--- src/rtl/cnn_mac_pkg.sv ---
// Shared widths and the signed-saturation helper used across the CNN MAC datapath.
package cnn_mac_pkg;
  localparam int DEF_DIN0_WIDTH = 14;
  localparam int DEF_DIN1_WIDTH = 6;
  localparam int DEF_ACC_WIDTH  = 24;
  localparam int DEF_DOUT_WIDTH = 20;

  typedef struct packed {
    logic [63:0] val;
    logic        clip;
  } sat_t;

  function automatic int prod_width(input int a_w, input int b_w);
    return a_w + b_w;
  endfunction

  localparam int DEF_PW = prod_width(DEF_DIN0_WIDTH, DEF_DIN1_WIDTH);

  // Clamp v into the signed range of a w-bit value; clip flags that clamping happened.
  function automatic sat_t sat_signed(input logic signed [63:0] v, input int w);
    logic signed [63:0] vmax;
    logic signed [63:0] vmin;
    sat_t r;
    vmax = (64'sd1 <<< (w - 1)) - 64'sd1;
    vmin = -vmax - 64'sd1;
    r.clip = 1'b1;
    if (v > vmax) begin
      r.val = vmax;
    end else if (v < vmin) begin
      r.val = vmin;
    end else begin
      r.val  = v;
      r.clip = 1'b0;
    end
    return r;
  endfunction
endpackage

--- src/rtl/cnn_mac_mul_pipe.sv ---
// Operand register, multiplier and NUM_STAGE-deep product pipeline with valid/first/last sideband.
module cnn_mac_mul_pipe
  import cnn_mac_pkg::*;
#(
  parameter int NUM_STAGE = 2,
  parameter int A_WIDTH   = DEF_DIN0_WIDTH,
  parameter int B_WIDTH   = DEF_DIN1_WIDTH,
  parameter int B_SIGNED  = 0,
  parameter int PW        = DEF_PW
) (
  input  logic                 clk,
  input  logic                 rst_n,
  input  logic                 ce,
  input  logic                 in_valid,
  input  logic                 in_first,
  input  logic                 in_last,
  input  logic [A_WIDTH-1:0]   din0,
  input  logic [B_WIDTH-1:0]   din1,
  output logic                 p_valid,
  output logic                 p_first,
  output logic                 p_last,
  output logic signed [PW-1:0] p
);
  logic signed [B_WIDTH:0] b_ext;
  logic [NUM_STAGE-1:0]    v_q;
  logic [NUM_STAGE-1:0]    f_q;
  logic [NUM_STAGE-1:0]    l_q;

  // One extra bit lets an unsigned weight ride through a signed multiply.
  assign b_ext = (B_SIGNED != 0) ? $signed({din1[B_WIDTH-1], din1}) : $signed({1'b0, din1});

  always_ff @(posedge clk) begin
    if (!rst_n) begin
      v_q <= '0;
      f_q <= '0;
      l_q <= '0;
    end else if (ce) begin
      v_q[0] <= in_valid;
      f_q[0] <= in_first;
      l_q[0] <= in_last;
      for (int i = 1; i < NUM_STAGE; i++) begin
        v_q[i] <= v_q[i-1];
        f_q[i] <= f_q[i-1];
        l_q[i] <= l_q[i-1];
      end
    end
  end

  assign p_valid = v_q[NUM_STAGE-1];
  assign p_first = f_q[NUM_STAGE-1];
  assign p_last  = l_q[NUM_STAGE-1];

  if (NUM_STAGE == 1) begin : g_single
    logic signed [PW-1:0] p_q;
    always_ff @(posedge clk) begin
      if (!rst_n) begin
        p_q <= '0;
      end else if (ce) begin
        p_q <= PW'($signed(din0)) * PW'(b_ext);
      end
    end
    assign p = p_q;
  end else begin : g_multi
    logic signed [A_WIDTH-1:0] a_q;
    logic signed [B_WIDTH:0]   b_q;
    logic signed [PW-1:0]      p_q [NUM_STAGE-1];
    always_ff @(posedge clk) begin
      if (!rst_n) begin
        a_q <= '0;
        b_q <= '0;
        for (int i = 0; i < NUM_STAGE - 1; i++) p_q[i] <= '0;
      end else if (ce) begin
        a_q    <= din0;
        b_q    <= b_ext;
        p_q[0] <= PW'(a_q) * PW'(b_q);
        for (int i = 1; i < NUM_STAGE - 1; i++) p_q[i] <= p_q[i-1];
      end
    end
    assign p = p_q[NUM_STAGE-2];
  end
endmodule

--- src/rtl/cnn_mac_pipe_sat.sv ---
// CNN MAC: pipelined activation x weight product, windowed clamped accumulation, saturated result per window.
module cnn_mac_pipe_sat
  import cnn_mac_pkg::*;
#(
  parameter int ID         = 1,
  parameter int NUM_STAGE  = 2,
  parameter int din0_WIDTH = DEF_DIN0_WIDTH,
  parameter int din1_WIDTH = DEF_DIN1_WIDTH,
  parameter int B_SIGNED   = 0,
  parameter int ACC_WIDTH  = DEF_ACC_WIDTH,
  parameter int dout_WIDTH = DEF_DOUT_WIDTH
) (
  input  logic                         ap_clk,
  input  logic                         ap_rst_n,
  input  logic                         ce,
  input  logic                         in_valid,
  input  logic                         in_first,
  input  logic                         in_last,
  input  logic [din0_WIDTH-1:0]        din0,
  input  logic [din1_WIDTH-1:0]        din1,
  output logic                         out_valid,
  output logic signed [dout_WIDTH-1:0] dout,
  output logic                         ovf
);
  localparam int PW = prod_width(din0_WIDTH, din1_WIDTH);

  logic                         m_valid;
  logic                         m_first;
  logic                         m_last;
  logic signed [PW-1:0]         m_p;
  logic signed [ACC_WIDTH-1:0]  acc;
  logic signed [ACC_WIDTH-1:0]  acc_d;
  logic                         ovf_acc;
  logic                         ovf_acc_d;
  logic                         ovf_d;
  logic signed [dout_WIDTH-1:0] dout_d;
  logic signed [63:0]           sum;
  sat_t                         sat_acc;
  sat_t                         sat_out;

  cnn_mac_mul_pipe #(
    .NUM_STAGE(NUM_STAGE),
    .A_WIDTH  (din0_WIDTH),
    .B_WIDTH  (din1_WIDTH),
    .B_SIGNED (B_SIGNED),
    .PW       (PW)
  ) u_mul (
    .clk     (ap_clk),
    .rst_n   (ap_rst_n),
    .ce      (ce),
    .in_valid(in_valid),
    .in_first(in_first),
    .in_last (in_last),
    .din0    (din0),
    .din1    (din1),
    .p_valid (m_valid),
    .p_first (m_first),
    .p_last  (m_last),
    .p       (m_p)
  );

  // A first beat restarts both the sum and the sticky overflow before this beat is added.
  always_comb begin
    sum       = (m_first ? 64'sd0 : 64'(acc)) + 64'(m_p);
    sat_acc   = sat_signed(sum, ACC_WIDTH);
    acc_d     = ACC_WIDTH'(sat_acc.val);
    ovf_acc_d = (m_first ? 1'b0 : ovf_acc) | sat_acc.clip;
    sat_out   = sat_signed(64'(acc_d), dout_WIDTH);
    dout_d    = dout_WIDTH'(sat_out.val);
    ovf_d     = ovf_acc_d | sat_out.clip;
  end

  always_ff @(posedge ap_clk) begin
    if (!ap_rst_n) begin
      acc       <= '0;
      ovf_acc   <= 1'b0;
      out_valid <= 1'b0;
      dout      <= '0;
      ovf       <= 1'b0;
    end else if (ce) begin
      out_valid <= m_valid & m_last;
      if (m_valid) begin
        acc     <= acc_d;
        ovf_acc <= ovf_acc_d;
        if (m_last) begin
          dout <= dout_d;
          ovf  <= ovf_d;
        end
      end
    end
  end
endmodule

--- config.mk ---
export PLATFORM = sky130hd
export DESIGN_NAME = cnn_mac_pipe_sat
export DESIGN_NICKNAME = d
export VERILOG_FILES = /design/src/rtl/cnn_mac_pkg.sv /design/src/rtl/cnn_mac_mul_pipe.sv /design/src/rtl/cnn_mac_pipe_sat.sv
export SDC_FILE = /design/constraint.sdc
export NUM_CORES = 1
export LEC_CHECK = 0
export ABC_AREA = 1
export CORE_MARGIN = 2
export CORE_UTILIZATION = 25
export DETAILED_ROUTE_END_ITERATION = 8
export GPL_TIMING_DRIVEN = 0
export MAX_ROUTING_LAYER = met4
export PLACE_DENSITY_LB_ADDON = 0.1
export SLEW_MARGIN = 20
export SYNTH_ARGS = -nofsm -noshare
export SYNTH_HDL_FRONTEND = slang
export SYNTH_SLANG_ARGS = --single-unit
--- constraint.sdc ---
create_clock -name ap_clk -period 7.1 [get_ports ap_clk]
set_input_delay 1.775 -clock ap_clk [delete_from_list [all_inputs] [get_ports ap_clk]]
set_output_delay 1.775 -clock ap_clk [all_outputs]
set_load 0.005 [all_outputs]
### Word-level counts from Yosys, hierarchy flattened

Memories as Yosys holds them, arrays and structs flattened.
Index checks and enable logic that the tools add are counted.

* register bits after elaboration: 73
* RAM bits: 20
* input bits: 26
* output and inout port bits: 22
* word-level logic and storage cells: 39
* memories: 1

Memory list
* u_mul.g_multi.p_q: words 1, width 20, read ports 1, clocked after Yosys merged registers in 0, write ports 1, RTL line cnn_mac_mul_pipe.sv:66 `logic signed [PW-1:0] p_q [NUM_STAGE-1];`

* $add $sub $neg: 1
* multipliers: 1
* order comparisons: 4
* muxes and demuxes: 16
* bitwise logic cells: 3
* reductions and logical operators: 3

Operator list (number)
* adder 64 x 20 -> 64 bit: 1
* > comparator 64 x 24 -> 1 bit, second input constant: 1
* less-than comparator 64 x 24 -> 1 bit, second input constant: 1
* 2-to-1 mux 64 bit: 1
* 2-to-1 mux 20 bit: 3
* 2-to-1 mux 24 bit: 2
* > comparator 24 x 20 -> 1 bit, second input constant: 1
* less-than comparator 24 x 20 -> 1 bit, second input constant: 1
* multiplier 14 x 7 -> 20 bit: 1
* OR reduction 20 bit: 1
* 2-to-1 mux 1 bit: 10
* AND reduction 3 bit: 1
* bitwise OR 1 bit: 2
* AND reduction 2 bit: 1
* bitwise AND 1 bit: 1

### Logic depth before layout (Yosys ltp)

* depth in word-level cells: 9
* mapped depth: 37
* depth with buffers taken out: 34

### Modules after synthesis

From an unflattened synthesis, not the netlist that was laid out.

* cell total of the unflattened synthesis: 1322
* area total of the unflattened synthesis: 8908.5 µm²

By module, submodules not included
* cnn_mac_mul_pipe: instances 1, cells each 649, area each 4857.2 µm², seq. area each 1121.1 µm²
* cnn_mac_pipe_sat: instances 1, cells each 673, area each 4051.4 µm², seq. area each 940.9 µm²

### Worst setup path before layout

Ideal clock, no wire load.

* path type: register to register
* start point: register u_mul.g_multi.b_q[3]
* end point: memory u_mul.g_multi.p_q[0][18] (netlist bit) (data pin)
* setup time: 253 ps
* arrival: 4688 ps
* required time: 6847 ps
* path slack: 2159 ps
* stages on the path, launching flop included: 26
* buffers on the path: 1
* clock period less this slack: 4941 ps
* path through: dfxtp_1 > clkbuf_1 > nand2_1 > fa_1 > inv_1 > ha_1 > fa_1 > inv_1 > fa_1 > inv_1 > ha_1 > inv_1 > o21ai_0 > a21oi_1 > o21ai_0 > a21boi_0 > o21ai_0 > nand2_1 > inv_1 > nor2_1 > o21bai_1 > nand2_1 > nand2_1 > a21oi_1 > nor2_1 > nor2_1

* word-level cells in the longest chain between the ends: 2

RTL lines
* start, declared: RTL line cnn_mac_mul_pipe.sv:65 `logic signed [B_WIDTH:0] b_q;`
* start signal, assigned: RTL line cnn_mac_mul_pipe.sv:74 `b_q <= b_ext;`
* multiplier 14 x 7 -> 20 bit: RTL line cnn_mac_mul_pipe.sv:75 `p_q[0] <= PW'(a_q) * PW'(b_q);`
* 2-to-1 mux 20 bit (no source line)
* end, declared: RTL line cnn_mac_mul_pipe.sv:66

No other way between the ends.

### Worst setup path after layout

* start point: register u_mul.f_q[1]
* end point: register dout[8]

* word-level cells in the longest chain between the ends: 8
* elaborated cells on any way between the ends: 10
* those cells by class: add/sub (1); order compare (4); mux (5)

RTL lines
* start, declared: RTL line cnn_mac_mul_pipe.sv:26 `logic [NUM_STAGE-1:0] f_q;`
* start signal, assigned by index: RTL line cnn_mac_mul_pipe.sv:43 `f_q[i] <= f_q[i-1];`
* 2-to-1 mux 64 bit (*): RTL line cnn_mac_pipe_sat.sv:64 `sum = (m_first ? 64'sd0 : 64'(acc)) + 64'(m_p);`
* adder 64 x 20 -> 64 bit (*): RTL line cnn_mac_pipe_sat.sv:64
* less-than comparator 64 x 24 -> 1 bit: RTL line cnn_mac_pkg.sv:29 `end else if (v < vmin) begin`
* 2-to-1 mux 24 bit: RTL line cnn_mac_pkg.sv:29
* 2-to-1 mux 24 bit (*): RTL line cnn_mac_pkg.sv:27 `if (v > vmax) begin`
* less-than comparator 24 x 20 -> 1 bit: RTL line cnn_mac_pkg.sv:29
* 2-to-1 mux 20 bit: RTL line cnn_mac_pkg.sv:29
* 2-to-1 mux 20 bit (*): RTL line cnn_mac_pkg.sv:27
* end signal, assigned: RTL line cnn_mac_pipe_sat.sv:86 `dout <= dout_d;`
* end, declared: RTL line cnn_mac_pipe_sat.sv:22 `output logic signed [dout_WIDTH-1:0] dout,`

Mark *: on every way between the ends. The rest lies on a longest branch, timed or not.
A chain may end at the register's enable or synchronous reset.

==> metrics.txt <==
DRC viols=0; relative slew slack=51.33%; CP arrival=6.18 ns; most frequent cells in the layout=316 x nand2_1, 255 x inv_1, 91 x o21ai_0; CTS Buf Count=9; Resized cells post-CTS=0; Reg2Reg Launch Point=u_mul.f_q[1]; drt wl/cell=13.90 um; Post-Syn Instances=1239; Synth async-reset ratio=0%; Vias=7382; nets=1454; synthesized area=8700 sq um; Critical Path Start=u_mul.f_q[1]; first-pass GRT wire length=39910 um; hpwl dp=20690 um; die height=190.5 um; Peak supply drop=0.1135 mV; Ports=48; CTS root buf=clkbuf_16; Power Dens Cells=137.0 nW/um^2; Final Critical Period=5.931 ns; GPL Wtd Cong=0.8238; clock sinks=93; initial antenna violation count=0; Critical Path RT=7.35 ns; grt met2 use=24.91%; crit path kind=reg -> reg; Max stage delay on crit path=0.50 ns; Cell Rows=68; crit share post-route=83.54%; critical path capture point type=flop; Iter 0 DRT Violations=328; number of flops mapped to enable cells by yosys=20; drt via density=4.199; routing usage on met1=18.49%; most common cell after layout, fill and taps aside=nand2_1; hold path startpoint=u_mul.v_q[1]; Crit Path Max Fanout=10; Diodes inserted=0; Die Footprint=36310 sq um; Reg clk slew, reported paths=0.08 ns; largest net degree at the start of global routing=21; status=complete, no violations; Core ar.=34370 sq um; total track usage=14.52%; Max Fclk=168.6 MHz; RSZ-0062 raised after global routing=false; setup bufs post-CTS=0; drt first pass iters=6; htree depth=3; clk buf depth=2; Yosys warnings=0; worst slew pin tran=0.7300 ns; final WL=24440 um; register area=2062 sq um; Starting Density=25.31%; CP delay by family, top=simple AND/OR/NAND/NOR gates; endpoints failing hold=0; Die X=190.5 um; Pleak=5.304 nW; # setup viols final=0; area grow syn2layout=15.88%; grt ovf=0; fraction of layout cells with a size suffix above 1=6.293%; vias in the first global route=7420; hold buffers post-CTS=0; sequential share of the synthesized area=23.70%; Post-DRT Antenna Nets=0; worst skew pair latency=0.36 ns; #FFs+latches synth=93; CTS tree=done; final core utilization=29.33%; synth unique cells=45; # port buffers=47; Slowest-stage cell, CP=fa_1; reported max-cap violation count=0; post-route setup TNS=0 ns; Net Count, Synth=1395; Crit path buffers/inverters=5; syn avg cell area=7.021 sq um; CP Launch Type=flop; footprint of the multi-input gates=5484 sq um; met3 Resource Use GR=1.987%; Final Max Slew Viols=0; Primary FF master, synth=dfxtp_1; worst hold margin=0.4663 ns; busiest layer in global routing=met2; Power Total=1.381 mW; fillcell total=3888; Clock Skews=0.009489 ns; Tightest Hold Check Type=reg -> reg
cells in the mapped netlist (2+ instances only):
| library cell | n | area (sq um) |
|---|---|---|
| nand2_2 | 19 | 118.9 |
| o21bai_1 | 5 | 37.54 |
| or2_2 | 2 | 12.51 |
| nor2_2 | 5 | 31.28 |
| nand2_4 | 2 | 22.52 |
| o211ai_1 | 5 | 37.54 |
| o21ai_0 | 91 | 455.4 |
| fa_1 | 67 | 1341 |
| o22ai_1 | 4 | 25.02 |
| nor2_1 | 74 | 277.8 |
| inv_1 | 255 | 957.2 |
| nand4_1 | 9 | 56.30 |
| clkbuf_1 | 27 | 101.4 |
| dfxtp_1 | 73 | 1461 |
| nand3b_1 | 5 | 37.54 |
| a21o_1 | 2 | 15.01 |
| ha_1 | 63 | 788.3 |
| nand3_1 | 44 | 220.2 |
| o21a_1 | 3 | 22.52 |
| a21oi_2 | 11 | 96.34 |
| nor4_1 | 2 | 12.51 |
| buf_2 | 3 | 15.01 |
| nand3_2 | 3 | 30.03 |
| xnor2_1 | 5 | 43.79 |
| a21oi_1 | 85 | 425.4 |
| edfxtp_1 | 20 | 600.6 |
| nand2_1 | 316 | 1186 |
| inv_2 | 10 | 37.54 |
| xor2_1 | 4 | 35.03 |
| nor3_1 | 10 | 50.05 |
metal layers:
layer | part of all wire, % | vias up
met5 | 0 | -
met4 | 1.0 | 0
met3 | 2.1 | 13
met2 | 48 | 79
met1 | 49 | 3327
li1 | - | 3963
per-stage QoR:
stage          cells  cell area [sq um]  setup slack (ns)
3_3_place_gp    1741               9739             1.031
4_1_cts         1758              10080             1.018
2_1_floorplan   1239               8700             2.159
3_5_place_dp    1742               9768             1.049
5_1_grt         1758              10080            0.4821
6_report        1758              10080             1.169
logic make-up after synthesis:
kind of cell	Yosys count	share of synthesized area (%)
and+or+nand+nor	496	24.25
DFF	93	23.70
AOI/OAI and AO/OA	212	13.40
xor gates and xnor gates	9	0.9060
adders and majority gates	130	24.48
buffers and inverters	299	13.26
report_power, final:
part           switching [mW]  leakage, nW  internal (mW)
logic                   0.183         4.33          0.102
clock network           0.232        0.157          0.283
registers              0.0225        0.816          0.560
path summary, 6_finish.rpt:
path                  end  slack (ns)  cells after the start
min          u_mul.v_q[1]        0.47                      2
min reg2reg  u_mul.v_q[1]        0.47                      2
max reg2reg       dout[8]        1.17                     31
max               dout[8]        1.17                     31
worst register-to-register path, delay by kind of cell (launching register included):
family / cells / cell delay [ns]
and+or+nand+nor: 21 / 2.78
adders and majority gates: 2 / 0.92
buffers and inverters: 5 / 1.31
AOI/OAI and AO/OA: 3 / 0.49
DFF: 1 / 0.31
final cells by class:
class                   instances  area share, %
repair buffers                 48          4.940
inverters                     266          9.904
plain buffers                  33          1.551
multi-input cells             847          54.40
clock inverters                 5         0.3723
clock buffers                  11          2.731
flip-flops and latches         93          20.45
well taps                     455          5.647
sequential cells by signal (all words and copies together), names as in the netlist:
signal and count:
out_valid 1, u_mul.f_q 2, u_mul.g_multi.b_q 6, acc 24, u_mul.v_q 2, dout 20, u_mul.g_multi.a_q 14, u_mul.g_multi.p_q 20
ovf 1, u_mul.l_q 2, ovf_acc 1
No activity file was read; power rests on OpenSTA's default activity.
